$ cat config.mk
export PLATFORM = sky130hd
export DESIGN_NAME = rsa_stream_ctrl_flat
export DESIGN_NICKNAME = d
export VERILOG_FILES = /design/src/rtl/rsa_pkg.sv /design/src/rtl/rsa_stream_ctrl_if.sv /design/src/rtl/rsa_in_fifo.sv /design/src/rtl/rsa_stream_ctrl.sv /design/src/flat_wrapper.sv
export SDC_FILE = /design/constraint.sdc
export NUM_CORES = 1
export LEC_CHECK = 0
export ABC_AREA = 1
export ABC_CLOCK_PERIOD_IN_PS = 4310
export CORE_AREA = 5 5 204 186
export DETAILED_ROUTE_END_ITERATION = 8
export DIE_AREA = 0 0 209 191
export SYNTH_ARGS = -nofsm -noshare
export SYNTH_HDL_FRONTEND = slang
export SYNTH_SLANG_ARGS = --single-unit
$ cat constraint.sdc
create_clock -name clk -period 4.31 [get_ports clk]
set_input_delay 0.862 -clock clk [delete_from_list [all_inputs] [get_ports clk]]
set_output_delay 0.862 -clock clk [all_outputs]
set_load 0.1 [all_outputs]
$ cat src/rtl/rsa_pkg.sv
// Shared types and constants for the RSA streaming front end.
package rsa_pkg;

    // Default data width of message, exponent and modulus (matches mod_mul).
    localparam int RSA_DW = 32;

    // Controller states; one message is in flight at a time.
    typedef enum logic [2:0] {
        ST_IDLE   = 3'd0,
        ST_CHECK  = 3'd1,
        ST_CLEAR  = 3'd2,
        ST_LAUNCH = 3'd3,
        ST_WAIT   = 3'd4,
        ST_OUT    = 3'd5
    } state_t;

endpackage

$ cat src/rtl/rsa_stream_ctrl_if.sv
// Message-in / result-out stream bundle of the RSA streaming front end.
//
// Handshake: a word moves on a rising clock edge exactly when valid and ready
// are both 1 at that edge. A producer holds valid and its payload stable until
// the transfer happens; ready may change freely and never depends on valid
// being deasserted first.
interface rsa_stream_ctrl_if #(
    parameter int DW    = 32,
    parameter int TAG_W = 8
);
    logic             in_valid;
    logic             in_ready;
    logic [DW-1:0]    in_data;
    logic             out_valid;
    logic             out_ready;
    logic [DW-1:0]    out_data;
    logic [TAG_W-1:0] out_tag;
    logic             out_err;

    // Environment side: supplies messages, consumes results.
    modport master (
        output in_valid, in_data, out_ready,
        input  in_ready, out_valid, out_data, out_tag, out_err
    );

    // Controller side.
    modport slave (
        input  in_valid, in_data, out_ready,
        output in_ready, out_valid, out_data, out_tag, out_err
    );
endinterface

$ cat src/rtl/rsa_in_fifo.sv
// Small synchronous FIFO buffering incoming message words.
// Push is ignored when full, pop is ignored when empty.
module rsa_in_fifo #(
    parameter int DEPTH = 4,
    parameter int DW    = 32
) (
    input  logic          clk,
    input  logic          reset,
    input  logic          i_push,
    input  logic          i_pop,
    input  logic [DW-1:0] i_wdata,
    output logic [DW-1:0] o_rdata,
    output logic          o_full,
    output logic          o_empty
);
    localparam int AW = $clog2(DEPTH);

    logic [DW-1:0] r_mem [DEPTH];
    logic [AW:0]   r_wr_ptr;
    logic [AW:0]   r_rd_ptr;
    logic          w_push_ok;
    logic          w_pop_ok;

    // Extra pointer bit distinguishes full from empty when the indices match.
    assign o_empty   = (r_wr_ptr == r_rd_ptr);
    assign o_full    = (r_wr_ptr[AW] != r_rd_ptr[AW]) &&
                       (r_wr_ptr[AW-1:0] == r_rd_ptr[AW-1:0]);
    assign w_push_ok = i_push & ~o_full;
    assign w_pop_ok  = i_pop & ~o_empty;
    assign o_rdata   = r_mem[r_rd_ptr[AW-1:0]];

    // Pointer update; reset empties the buffer.
    always_ff @(posedge clk) begin
        if (!reset) begin
            r_wr_ptr <= '0;
            r_rd_ptr <= '0;
        end else begin
            if (w_push_ok) r_wr_ptr <= r_wr_ptr + 1'b1;
            if (w_pop_ok)  r_rd_ptr <= r_rd_ptr + 1'b1;
        end
    end

    // Storage write; contents need no reset because the pointers gate them.
    always_ff @(posedge clk) begin
        if (w_push_ok) r_mem[r_wr_ptr[AW-1:0]] <= i_wdata;
    end
endmodule

$ cat src/rtl/rsa_stream_ctrl.sv
// Streaming front end for the mod_mul exponentiation engine: buffers message
// words, range-checks each one, runs one engine operation per word and returns
// tagged results strictly in order, aborting stuck operations with a watchdog.
module rsa_stream_ctrl
    import rsa_pkg::*;
#(
    parameter int DW         = RSA_DW,
    parameter int FIFO_DEPTH = 4,
    parameter int TAG_W      = 8,
    parameter int TIMEOUT    = 4096
) (
    input  logic          clk,
    input  logic          reset,
    input  logic          cfg_we,
    input  logic [DW-1:0] cfg_exp,
    input  logic [DW-1:0] cfg_n,
    rsa_stream_ctrl_if.slave s,
    output logic          busy,
    output logic          mm_clr,
    output logic          mm_start,
    output logic [DW-1:0] mm_di,
    output logic [DW-1:0] mm_exp,
    output logic [DW-1:0] mm_n,
    input  logic          mm_done,
    input  logic [DW-1:0] mm_remainder,
    output state_t        o_dbg_state
);
    localparam int CNT_W = $clog2(TIMEOUT);

    state_t           r_state;
    logic [DW-1:0]    r_m;
    logic [DW-1:0]    r_exp;
    logic [DW-1:0]    r_n;
    logic [TAG_W-1:0] r_tag;
    logic [CNT_W-1:0] r_cnt;
    logic             r_out_valid;
    logic             r_out_err;
    logic [DW-1:0]    r_out_data;
    logic             r_mm_clr;
    logic             r_mm_start;

    logic             w_fifo_full;
    logic             w_fifo_empty;
    logic [DW-1:0]    w_fifo_rdata;
    logic             w_push;
    logic             w_pop;
    logic             w_busy;
    logic             w_cfg_load;

    // A word leaves the buffer only when the controller is idle with no result pending.
    assign w_push     = s.in_valid & ~w_fifo_full;
    assign w_pop      = (r_state == ST_IDLE) & ~w_fifo_empty & ~r_out_valid;
    assign w_busy     = (r_state != ST_IDLE) | ~w_fifo_empty;
    // Configuration is only taken while nothing is queued or in flight.
    assign w_cfg_load = cfg_we & ~w_busy;

    rsa_in_fifo #(
        .DEPTH (FIFO_DEPTH),
        .DW    (DW)
    ) u_fifo (
        .clk     (clk),
        .reset   (reset),
        .i_push  (w_push),
        .i_pop   (w_pop),
        .i_wdata (s.in_data),
        .o_rdata (w_fifo_rdata),
        .o_full  (w_fifo_full),
        .o_empty (w_fifo_empty)
    );

    // Controller FSM with registered engine controls, result and configuration.
    always_ff @(posedge clk) begin
        if (!reset) begin
            r_state     <= ST_IDLE;
            r_m         <= '0;
            r_exp       <= '0;
            r_n         <= '0;
            r_tag       <= '0;
            r_cnt       <= '0;
            r_out_valid <= 1'b0;
            r_out_err   <= 1'b0;
            r_out_data  <= '0;
            r_mm_clr    <= 1'b0;
            r_mm_start  <= 1'b0;
        end else begin
            if (w_cfg_load) begin
                r_exp <= cfg_exp;
                r_n   <= cfg_n;
            end
            case (r_state)
                ST_IDLE: begin
                    if (w_pop) begin
                        r_m     <= w_fifo_rdata;
                        r_state <= ST_CHECK;
                    end
                end
                ST_CHECK: begin
                    // Out-of-range operands never reach the engine.
                    if ((r_n < DW'(2)) || (r_m >= r_n)) begin
                        r_out_valid <= 1'b1;
                        r_out_err   <= 1'b1;
                        r_out_data  <= '0;
                        r_state     <= ST_OUT;
                    end else begin
                        r_mm_clr <= 1'b1;
                        r_state  <= ST_CLEAR;
                    end
                end
                ST_CLEAR: begin
                    // Engine's sticky done from the previous word is now cleared.
                    r_mm_clr   <= 1'b0;
                    r_mm_start <= 1'b1;
                    r_state    <= ST_LAUNCH;
                end
                ST_LAUNCH: begin
                    r_mm_start <= 1'b0;
                    r_cnt      <= '0;
                    r_state    <= ST_WAIT;
                end
                ST_WAIT: begin
                    if (mm_done) begin
                        r_out_valid <= 1'b1;
                        r_out_err   <= 1'b0;
                        r_out_data  <= mm_remainder;
                        r_state     <= ST_OUT;
                    end else if (r_cnt == CNT_W'(TIMEOUT - 1)) begin
                        // Watchdog abort: also reset the engine so it stops working.
                        r_out_valid <= 1'b1;
                        r_out_err   <= 1'b1;
                        r_out_data  <= '0;
                        r_mm_clr    <= 1'b1;
                        r_state     <= ST_OUT;
                    end else begin
                        r_cnt <= r_cnt + 1'b1;
                    end
                end
                ST_OUT: begin
                    r_mm_clr <= 1'b0;
                    if (s.out_ready) begin
                        r_out_valid <= 1'b0;
                        r_out_err   <= 1'b0;
                        r_tag       <= r_tag + 1'b1;
                        r_state     <= ST_IDLE;
                    end
                end
                default: r_state <= ST_IDLE;
            endcase
        end
    end

    assign s.in_ready   = ~w_fifo_full;
    assign s.out_valid  = r_out_valid;
    assign s.out_err    = r_out_err;
    assign s.out_data   = r_out_data;
    assign s.out_tag    = r_tag;
    assign busy         = w_busy;
    assign mm_clr       = r_mm_clr;
    assign mm_start     = r_mm_start;
    assign mm_di        = r_m;
    assign mm_exp       = r_exp;
    assign mm_n         = r_n;
    assign o_dbg_state  = r_state;
endmodule

$ cat src/flat_wrapper.sv
// flat-port wrapper written by rule: the top's interface ports become plain ports
module rsa_stream_ctrl_flat import rsa_pkg::*;
#(
    parameter int DW         = RSA_DW,
    parameter int FIFO_DEPTH = 4,
    parameter int TAG_W      = 8,
    parameter int TIMEOUT    = 4096
)
  (clk, reset, cfg_we, cfg_exp, cfg_n, busy, mm_clr, mm_start, mm_di, mm_exp, mm_n, mm_done, mm_remainder, o_dbg_state, s_in_valid, s_in_data, s_out_ready, s_in_ready, s_out_valid, s_out_data, s_out_tag, s_out_err);
  rsa_stream_ctrl_if #(.DW(DW), .TAG_W(TAG_W)) s_i ();
  input  logic clk;
  input  logic reset;
  input  logic cfg_we;
  input  logic [DW-1:0] cfg_exp;
  input  logic [DW-1:0] cfg_n;
  output logic busy;
  output logic mm_clr;
  output logic mm_start;
  output logic [DW-1:0] mm_di;
  output logic [DW-1:0] mm_exp;
  output logic [DW-1:0] mm_n;
  input  logic mm_done;
  input  logic [DW-1:0] mm_remainder;
  output state_t o_dbg_state;
  input wire logic [$bits(s_i.in_valid)-1:0] s_in_valid;
  input wire logic [$bits(s_i.in_data)-1:0] s_in_data;
  input wire logic [$bits(s_i.out_ready)-1:0] s_out_ready;
  output wire logic [$bits(s_i.in_ready)-1:0] s_in_ready;
  output wire logic [$bits(s_i.out_valid)-1:0] s_out_valid;
  output wire logic [$bits(s_i.out_data)-1:0] s_out_data;
  output wire logic [$bits(s_i.out_tag)-1:0] s_out_tag;
  output wire logic [$bits(s_i.out_err)-1:0] s_out_err;
  assign s_i.in_valid = s_in_valid;
  assign s_i.in_data = s_in_data;
  assign s_i.out_ready = s_out_ready;
  assign s_in_ready = s_i.in_ready;
  assign s_out_valid = s_i.out_valid;
  assign s_out_data = s_i.out_data;
  assign s_out_tag = s_i.out_tag;
  assign s_out_err = s_i.out_err;
  rsa_stream_ctrl #(.DW(DW), .FIFO_DEPTH(FIFO_DEPTH), .TAG_W(TAG_W), .TIMEOUT(TIMEOUT)) u_core (.clk(clk), .reset(reset), .cfg_we(cfg_we), .cfg_exp(cfg_exp), .cfg_n(cfg_n), .s(s_i), .busy(busy), .mm_clr(mm_clr), .mm_start(mm_start), .mm_di(mm_di), .mm_exp(mm_exp), .mm_n(mm_n), .mm_done(mm_done), .mm_remainder(mm_remainder), .o_dbg_state(o_dbg_state));
endmodule
==> results of run 1 <==
## state kept, by name (all words and copies together) (netlist names)
register and count:
u_core.s.out_err 1, u_core.mm_start 1, u_core.u_fifo.r_rd_ptr 3, u_core.s.out_tag 8, u_core.mm_clr 1, u_core.o_dbg_state 3
u_core.mm_di 32, u_core.mm_exp 32, u_core.u_fifo.r_wr_ptr 3, u_core.s.out_valid 1, u_core.s.out_data 32, u_core.u_fifo.r_mem 128
u_core.mm_n 32, u_core.r_cnt 12
## worst reg2reg max path, stage by stage, from the launching register on
cell,delay (ns)
dfxtp_1,0.35
inv_1,0.07
ha_1,0.30
nand2_1,0.07
nor2_1,0.14
nand2_1,0.13
o21ai_0,0.17
nor2_1,0.05
nand2_1,0.11
nand2_1,0.12
nand3_2,0.56
nand3_4,0.54
nand2_1,0.23
inv_2,0.04
nor2_1,0.08
## per-layer routing
layer	vias up	wire [um]
li1	5134	-
met1	4728	15700
met2	268	16400
met3	59	2360
met4	6	746
met5	-	41
## Yosys cell counts (all sizes together), types with 3 or more instances
cell type / number / area share
edfxtp: 128 / 0.31
xor2: 3 / 0.0021
dfxtp: 161 / 0.26
nand3: 14 / 0.0075
nand4: 40 / 0.020
nor2: 212 / 0.067
nand2: 206 / 0.063
a31oi: 31 / 0.016
clkbuf: 48 / 0.015
buf: 25 / 0.011
inv: 187 / 0.057
a21oi: 105 / 0.043
nor3: 9 / 0.0041
ha: 39 / 0.040
o21ai: 174 / 0.072
## per-stage QoR
stage	setup WS [ns]	util	total power [uW]
2_1_floorplan	0.651	-	9030
3_3_place_gp	1.28	0.435	10700
3_5_place_dp	1.29	0.435	10700
4_1_cts	1.17	0.464	13400
5_1_grt	0.903	0.464	14100
6_report	1.19	0.464	13300
## report_power, final
group / switching (uW) / internal (uW) / total (uW)
Sequential: 308 / 3370 / 3680
Clock: 1090 / 1560 / 2650
Combinational: 5240 / 1720 / 6960
Total: 6640 / 6650 / 13300
## cell type report
type / count / area share
sequential: 289 / 0.427
clock buffer: 49 / 0.0546
clock inverter: 9 / 0.00673
timing repair buffer: 291 / 0.175
inverter: 189 / 0.0429
tap: 476 / 0.0360
multi-input combinational: 848 / 0.257
antenna: 2 / 0.000303
## logic make-up after synthesis
group | count (synthesis)
DFF | 289
adders and majority gates | 39
xor gates and xnor gates | 4
AOI/OAI and AO/OA | 320
buffers and inverters | 262
and+or+nand+nor | 485
## layout by cell type (no fill, tap or decap), types with 2 or more instances in the layout
cell type        Yosys  layout
clkdlybuf4s50_1      0     275
nand2_1            205     205
nor2_1             208     204
inv_1              181     181
o21ai_0            173     173
dfxtp_1            161     160
edfxtp_1           128     128
a21oi_1            104     104
nand4_1             40      40
ha_1                39      39
a31oi_1             31      31
clkbuf_16            0      31
buf_4                1      14
clkbuf_1            48      12
nand3_1             11      11
nor3_1               8       8
inv_2                6       6
clkbuf_8             0       6
nor2_4               1       5
clkinv_1             2       4
xor2_1               3       3
clkinv_2             0       3
diode_2              0       2
o21a_1               2       2
a21o_1               2       2
nor2_2               2       2
nand3_2              2       2
nand3b_1             2       2
o21bai_1             2       2
and3_1               2       2
a211oi_1             2       2
bufinv_16            0       2
buf_12               0       2
## final timing paths
path,end,slack (ns)
setup / recovery,o_dbg_state[0],1.19
hold / removal,u_core.mm_exp[3],0.44
setup reg to reg,u_core.s.out_data[22],1.27
hold reg to reg,u_core.mm_exp[3],0.44
==> flow_summary.json, run 1 <==
{
  "die_x_um": 209,
  "dpl_cell_area_mm2": 0.0155,
  "fin_cells": 2153,
  "synth_ff_type": "dfxtp_1",
  "routedWlPerCell_um": 16.4,
  "synth_xor_area_frac": 0.00284,
  "ys_seq_area_frac": 0.574,
  "fin_setup_tns_ns": 0,
  "grt_most_used_layer": "met2",
  "cts.htree.levels": 1,
  "synth_edf_count": 128,
  "outcome": "finished clean",
  "grt.total_usage": 0.169,
  "syn_avg_cell_area_um2": 8.80,
  "syn_to_final_growth_pct": 34.3,
  "ctsHoldBuffers": 0,
  "rows": 66,
  "met2_usage": 0.275,
  "grt_overflow": 0,
  "syn_nets": 1572,
  "critPathMaxStageDelay_ns": 1.24,
  "synthMuxAreaShare": 0,
  "cp.arrival_ns": 2.26,
  "core_area_mm2": 0.0357,
  "worstSetupStartpoint": "u_core.o_dbg_state[0]",
  "die_h_um": 191,
  "hold_viol_final": 0,
  "grtUsageMet1": 0.225,
  "skew_ns": 0.0192,
  "grt_pass1_vias": 9483,
  "maxSlewViolCount": 0,
  "clk_latency_ns": 0.58,
  "syn_area_mm2": 0.0123,
  "min_period_ns": 3.12,
  "rsz0062_at_grt": "no",
  "ant_nets": 0,
  "period_share": 0.724,
  "tightest_slew_ns": 1.11,
  "drive_above_1_share": 0.0490,
  "max_clock_freq_mhz": 321,
  "clk_path_buf_depth": 3,
  "crit_fanout": 5,
  "path_clk_slew_ns": 0.06,
  "placed_cells": 2093,
  "vias_per_cell": 4.74,
  "clock-sinks": 289,
  "path_depth": 1,
  "regArea_mm2": 0.00707,
  "synth_simple_gate_area_share": 0.164,
  "end_kind": "output port",
  "r2r_start": "u_core.mm_n[7]",
  "drt_first_pass_iters": 5,
  "crit_family": "buffers and inverters",
  "multi_input_area_mm2": 0.00425,
  "ir_drop_v": 0.000528,
  "slew_headroom": 0.262,
  "leakage_uw": 0.00637,
  "synth_top_family_by_area": "simple AND/OR/NAND/NOR gates",
  "grt_max_degree": 77,
  "startpoint_type": "flip-flop",
  "holdPathStages": 2,
  "drv_cap": 0,
  "finalWirelength_mm": 35.2,
  "synth_fa_ha_area_frac": 0.0396,
  "pin_count": 279,
  "start_util": 0.345,
  "dpl.hpwl_mm": 23.6,
  "whs_ns": 0.445,
  "synth_cell_types": 38,
  "layout.nets": 1823,
  "crit_type": "flip-flop to output port",
  "yosys_warnings": 0,
  "cts_tree": "done",
  "ys_ff_latch": 289,
  "path_buf_inv": 1,
  "grt_use_met3": 0.0450,
  "worstHoldPathType": "flip-flop to flip-flop",
  "grt_pass1_wl_mm": 54.3,
  "worst_path_max_delay_cell": "clkdlybuf4s50_1",
  "min-delay-start": "u_core.mm_exp[3]",
  "power_density_mw_per_mm2": 803,
  "synth_compound_area_frac": 0.136,
  "ctsResizeCount": 0,
  "crit_chain": "clkdlybuf4s50_1",
  "port_buffers": 278,
  "cts_buffers": 31,
  "async_flop_share": 0,
  "dieArea_mm2": 0.0399,
  "antenna_found_initial": 5,
  "postCtsSetupBuffers": 0,
  "routabilityCongestion": 0.774,
  "cts_root_buf": "clkbuf_16",
  "n_fill_cell": 3447,
  "postSynthCellCount": 1399,
  "vias": 10200,
  "initialDrtViolationCount": 566,
  "drc_errors": 0,
  "r2r_cells": 14,
  "worst_ep_required_time_ns": 3.45,
  "fin_area_mm2": 0.0165,
  "setup_violations": 0
}
Note: power is estimated with default switching activity, not from simulation.
==> inputs of run 2 (changes only) <==
--- a/config.mk
+++ b/config.mk
@@ -6,7 +6,7 @@
 export NUM_CORES = 1
 export LEC_CHECK = 0
 export ABC_AREA = 1
-export ABC_CLOCK_PERIOD_IN_PS = 4310
+export ABC_CLOCK_PERIOD_IN_PS = 2900
 export CORE_AREA = 5 5 204 186
 export DETAILED_ROUTE_END_ITERATION = 8
 export DIE_AREA = 0 0 209 191
==> constraint.sdc (replaced) <==
create_clock -name clk -period 2.9 [get_ports clk]
set_input_delay 0.58 -clock clk [delete_from_list [all_inputs] [get_ports clk]]
set_output_delay 0.58 -clock clk [all_outputs]
set_load 0.1 [all_outputs]
==> run 2 against run 1 <==
Compared with the run above:
- sequential power up 49%
- flip-flop and latch count unchanged
- clock power up 58%
- global-route usage up 0.12 points
- clock-buffer cell count down 2
- hold slack worse by 0.0026 ns
- register-to-register slack worse by 0.72 ns
- combinational power up 47%
- via count about the same
- clock skew down 0.0040 ns
- final cell count up 0.23%
- critical path type unchanged
- largest cell class unchanged
- largest power group unchanged
==> flow_summary.json, run 2 (synthesis gave the netlist of run 1 again) <==
{
  "critPathMaxStageDelay_ns": 0.35,
  "cts.htree.levels": 2,
  "grt_max_degree": 141,
  "drt_first_pass_iters": 4,
  "syn_to_final_growth_pct": 32.3,
  "drc_errors": 0,
  "rsz0062_at_grt": "no",
  "most-common-layout-cells": "nand2_1 (205), nor2_1 (204), inv_1 (181)",
  "routabilityCongestion": 0.811,
  "hold_viol_final": 0,
  "regArea_mm2": 0.00707,
  "power_frac_comb": 0.513,
  "worst_ep_required_time_ns": 2.32,
  "switching_power_uw": 9930,
  "dieArea_mm2": 0.0399,
  "setup_violations": 0,
  "layout.nets": 1830,
  "postLayoutCoreUtil": 0.457,
  "p_total_uw": 19800,
  "grt_pass1_wl_mm": 54.4,
  "multi_input_area_mm2": 0.00425,
  "finalWirelength_mm": 35.5,
  "crit_chain": "nor2_1 > inv_2 > nor2_1 > nand3_1 > buf_12",
  "end_kind": "output port",
  "drive_above_1_share": 0.137,
  "largest_reg_flops": 128,
  "seqPwrFrac": 0.276,
  "layout_commonest_cell": "nand2_1",
  "clock-sinks": 289,
  "worst_path_max_delay_cell": "dfxtp_1",
  "cts_tree": "done",
  "cp.arrival_ns": 1.78,
  "grt_overflow": 0,
  "drv_cap": 0,
  "grt_pass1_vias": 9787,
  "tightest_slew_ns": 0.798,
  "antenna_found_initial": 5,
  "worstHoldPathType": "flip-flop to flip-flop",
  "dpl.hpwl_mm": 23.6,
  "fin_setup_tns_ns": 0,
  "startpoint_type": "flip-flop",
  "ant_nets": 0,
  "die_x_um": 209,
  "die_h_um": 191,
  "slew_headroom": 0.468,
  "core_area_mm2": 0.0357,
  "vias": 10200,
  "vias_per_cell": 4.72,
  "pin_count": 279,
  "swShare": 0.500,
  "skew_ns": 0.0152,
  "clk_latency_ns": 0.52,
  "ctsHoldBuffers": 0,
  "routedWlPerCell_um": 16.5,
  "p_int_uw": 9910,
  "dpl_cell_area_mm2": 0.0152,
  "ir_drop_v": 0.000754,
  "rows": 66,
  "cts_root_buf": "clkbuf_16",
  "maxSlewViolCount": 0,
  "period_share": 0.814,
  "n_fill_cell": 3455,
  "crit_type": "flip-flop to output port",
  "initialDrtViolationCount": 506,
  "power_density_mw_per_mm2": 1220,
  "fin_area_mm2": 0.0163,
  "grt.total_usage": 0.170,
  "postCtsSetupBuffers": 0,
  "max_clock_freq_mhz": 423,
  "whs_ns": 0.442,
  "clock_power_share": 0.211,
  "outcome": "finished clean",
  "min_period_ns": 2.36,
  "path_clk_slew_ns": 0.06,
  "crit_fanout": 5,
  "leakage_uw": 0.00667,
  "ctsResizeCount": 0,
  "cts_buffers": 34,
  "crit_top_cell": "nor2_1",
  "clk_path_buf_depth": 3,
  "diodes": 0,
  "port_buffers": 278,
  "start_util": 0.345
}
## run 2: cell types whose count changed in the layout (fill, tap and decap cells not counted), sizes merged
cell / previous run / this run
clkbuf: 49 / 47
buf: 16 / 163
diode: 2 / 0
inv: 188 / 189
bufinv: 2 / 3
clkinv: 8 / 9
clkdlybuf4s50: 275 / 132
clkinvlp: 0 / 2
## run 2: final timing paths
path | start | to | slack (ns) | cells past startpoint
worst max-delay path | u_core.o_dbg_state[0] | busy | 0.54 | 5
worst min-delay path | u_core.mm_exp[15] | u_core.mm_exp[15] | 0.44 | 2
worst max register to register | u_core.mm_n[15] | u_core.s.out_data[30] | 0.55 | 14
worst min register to register | u_core.mm_exp[15] | u_core.mm_exp[15] | 0.44 | 2
## run 2: layer usage
layer  part of all wire  global-route usage  up-vias
met5             0.0021                   0        -
met4              0.020              0.0407       10
met3              0.070              0.0482       56
met2               0.47               0.288      275
met1               0.43               0.217     4707
li1                   -                   -     5139
## run 2: area by class of cell
class | count | share of cell area
Clock buffer | 47 | 0.0565
Sequential cell | 289 | 0.434
Clock inverter | 14 | 0.0101
Tap cell | 476 | 0.0366
Multi-Input combinational cell | 848 | 0.261
Timing Repair Buffer | 295 | 0.158
Inverter | 189 | 0.0435
## run 2: power by group through the flow
stage	sequential, uW	clock [uW]	combinational [uW]
2_1_floorplan	9660	0	3760
3_3_place_gp	5540	0	10200
3_5_place_dp	5560	0	10300
4_1_cts	5480	4310	10300
5_1_grt	5570	4480	11000
6_report	5480	4180	10200
## run 2: metrics by stage
step,cells,worst slack (ns)
global route,2158,0.218
floorplan,1399,-0.296
detailed placement,2097,0.535
global placement,2097,0.522
CTS,2158,0.472
finish,2158,0.538
## run 2: critical path, delay by kind of cell, from the launching register on
kind          cells  cell delay, ns
flops             1            0.35
simple gates      3            0.61
buf+inv           2            0.29
==> inputs of run 3 (changes only) <==
--- a/config.mk
+++ b/config.mk
@@ -6,7 +6,7 @@
 export NUM_CORES = 1
 export LEC_CHECK = 0
 export ABC_AREA = 1
-export ABC_CLOCK_PERIOD_IN_PS = 2900
+export ABC_CLOCK_PERIOD_IN_PS = 1900
 export CORE_AREA = 5 5 204 186
 export DETAILED_ROUTE_END_ITERATION = 8
 export DIE_AREA = 0 0 209 191
==> constraint.sdc (replaced) <==
create_clock -name clk -period 1.9 [get_ports clk]
set_input_delay 0.38 -clock clk [delete_from_list [all_inputs] [get_ports clk]]
set_output_delay 0.38 -clock clk [all_outputs]
set_load 0.1 [all_outputs]
==> run 3 against run 2 <==
Compared with the run above:
- the run now ends with setup timing left
- flip-flop and latch count unchanged
- critical path depth up 10
- first-iteration DRC count up 17%
- combinational power up 97%
- sequential power up 60%
- sequential share of layout area down 5.2 points
- critical endpoint is now u_core.s.out_data[12]
- largest power group unchanged
==> flow_summary.json, run 3 (synthesis gave the netlist of run 1 again) <==
{
  "outcome": "finished with violations",
  "violations": "setup timing",
  "clock_power_share": 0.183,
  "leakage_uw": 0.00775,
  "clk_latency_ns": 0.53,
  "hold_viol_final": 0,
  "pin_count": 279,
  "setup_violations": 37,
  "drive_above_1_share": 0.308,
  "swShare": 0.475,
  "crit_chain": "inv_4 > ha_4 > nand2_4 > nor2_4 > nand2_4 > o21ai_1 > nor2_1 > nand2_1 > nand2_2 > nand3_4 > nand3_4 > clkbuf_16 > nand2_1 > inv_1 > nor2_1",
  "worst_ep_required_time_ns": 2.37,
  "dpl_cell_area_mm2": 0.0175,
  "switching_power_uw": 16700,
  "period_share": 1.07,
  "ir_drop_v": 0.000905,
  "whs_endpoint": "u_core.mm_n[11]",
  "p_int_uw": 18500,
  "crit_fanout": 8,
  "rsz0062_at_grt": "yes",
  "max_clock_freq_mhz": 490,
  "drt_first_pass_iters": 5,
  "crit_type": "flip-flop to flip-flop",
  "grt_overflow": 0,
  "cts.htree.levels": 2,
  "r2r_start": "u_core.mm_n[15]",
  "setup_ws_ns": -0.142,
  "vias_per_cell": 4.73,
  "maxSlewViolCount": 0,
  "dpl.hpwl_mm": 26.7,
  "fin_cells": 2292,
  "grt.total_usage": 0.181,
  "core_area_mm2": 0.0357,
  "r2r_cells": 15,
  "layout_commonest_cell": "buf_4",
  "tightest_slew_ns": 0.475,
  "grt_pass1_wl_mm": 57.7,
  "placed_cells": 2208,
  "drc_errors": 0,
  "n_fill_cell": 3195,
  "fin_area_mm2": 0.0192,
  "clk_path_buf_depth": 3,
  "slew_headroom": 0.684,
  "seqPwrFrac": 0.248,
  "power_frac_comb": 0.569,
  "routabilityCongestion": 0.845,
  "crit_family": "simple AND/OR/NAND/NOR gates",
  "path_clk_slew_ns": 0.06,
  "rrSetupSlack_ns": -0.14,
  "antenna_found_initial": 2,
  "grt_max_degree": 72,
  "cts_root_buf": "clkbuf_16",
  "drv_cap": 0,
  "routedWlPerCell_um": 16.9,
  "reg2reg_to": "u_core.s.out_data[12]",
  "die_x_um": 209,
  "dieArea_mm2": 0.0399,
  "vias": 10800,
  "postLayoutCoreUtil": 0.538,
  "power_density_mw_per_mm2": 1840,
  "cp.arrival_ns": 2.51,
  "largest_reg_flops": 128,
  "min_period_ns": 2.04,
  "most-common-layout-cells": "buf_4 (205), nor2_1 (190), nand2_1 (172)",
  "cts_tree": "done",
  "port_buffers": 278,
  "holdPathStages": 3,
  "rows": 66,
  "initialDrtViolationCount": 594,
  "worst_path_max_delay_cell": "dfxtp_4",
  "clock-sinks": 289,
  "worstHoldPathType": "primary input to flip-flop",
  "layout.nets": 1962,
  "cts_buffers": 34,
  "end_kind": "flip-flop",
  "die_h_um": 191,
  "critPathMaxStageDelay_ns": 0.35,
  "syn_to_final_growth_pct": 55.8,
  "startpoint_type": "flip-flop",
  "finalWirelength_mm": 38.8,
  "path_buf_inv": 3,
  "start_util": 0.345,
  "skew_ns": 0.0230,
  "ant_nets": 0,
  "grt_pass1_vias": 10300,
  "min-delay-start": "reset"
}
==> run 3: changes by cell type in the layout (fill, tap and decap cells not counted), moves of 14 or more <==
cell,previous run,this run
dfxtp_4,0,64
buf_12,3,78
inv_1,181,143
nand2_2,1,24
ha_4,0,19
nor2_1,204,190
nand2_1,205,172
o21ai_0,173,149
dfxtp_1,160,88
o21ai_1,0,19
inv_2,6,33
buf_4,160,205
ha_1,39,20
==> run 3: area by class of cell <==
cell class / count / area [um2] / area share
diodes: 1 / 2.50 / 0.000130
clock buffers: 53 / 1000 / 0.0523
clock inverters: 9 / 116 / 0.00606
inverters: 189 / 738 / 0.0385
multi-input cells: 848 / 4800 / 0.250
flip-flops and latches: 289 / 7320 / 0.381
well taps: 476 / 596 / 0.0310
repair buffers: 427 / 4620 / 0.241
==> run 3: how the worst max path moves through the flow <==
| stage | end | from | depth (start not counted) | slack (ns) |
|---|---|---|---|---|
| 6_report | u_core.s.out_data[12] | u_core.mm_n[15] | 15 | -0.14 |
| 5_1_grt | u_core.s.out_data[18] | u_core.mm_n[15] | 14 | -0.25 |
| 4_1_cts | u_core.s.out_data[16] | u_core.mm_n[15] | 15 | -0.1 |
| 3_5_place_dp | u_core.s.out_data[1] | u_core.mm_n[15] | 15 | -0.22 |
| 3_3_place_gp | u_core.s.out_data[4] | u_core.mm_n[15] | 15 | -0.17 |
| 2_1_floorplan | u_core.u_fifo.r_mem[3][0] | u_core.u_fifo.r_rd_ptr[0] | 6 | -0.05 |
==> run 3: repair_timing <==
item,CTS,global route
endpoints found under the hold margin,0,0
gates cloned,0,8
hold buffers,0,0
endpoints found under the setup margin,41,53
buffers inserted,3,10
pin swaps,4,47
resized for setup,19,100
==> run 3: power groups by stage <==
stage	Clock (uW)	Sequential, uW	Combinational [uW]
after floorplan	0	15200	6050
after global placement	0	8810	18500
after detailed placement	0	8840	18600
after CTS	6630	8740	18900
after global routing	6880	8900	21400
final	6440	8750	20100
==> run 3: through the flow <==
stage / hold WS [ns] / power, uW / setup TNS [ns] / setup WS (ns)
after floorplan: 0.437 / 21200 / -3.99 / -0.0539
after detailed placement: 0.436 / 27500 / -6.96 / -0.223
after global routing: 0.216 / 37200 / -9.20 / -0.249
final: 0.225 / 35300 / -4.14 / -0.142
after global placement: 0.432 / 27300 / -5.48 / -0.172
after CTS: 0.204 / 34200 / -2.81 / -0.0995
==> run 3: worst min-delay path, cell delays in order <==
cell	delay, ns
buf_4	0.20
o21ai_2	0.08
a21oi_1	0.04
==> run 3: routing by layer <==
metal	routed length [um]	global-route usage	up-vias
met2	18100	0.293	307
met3	2210	0.0386	80
met1	17400	0.246	5033
li1	-	-	5421
met5	20	0	-
met4	1080	0.0535	2
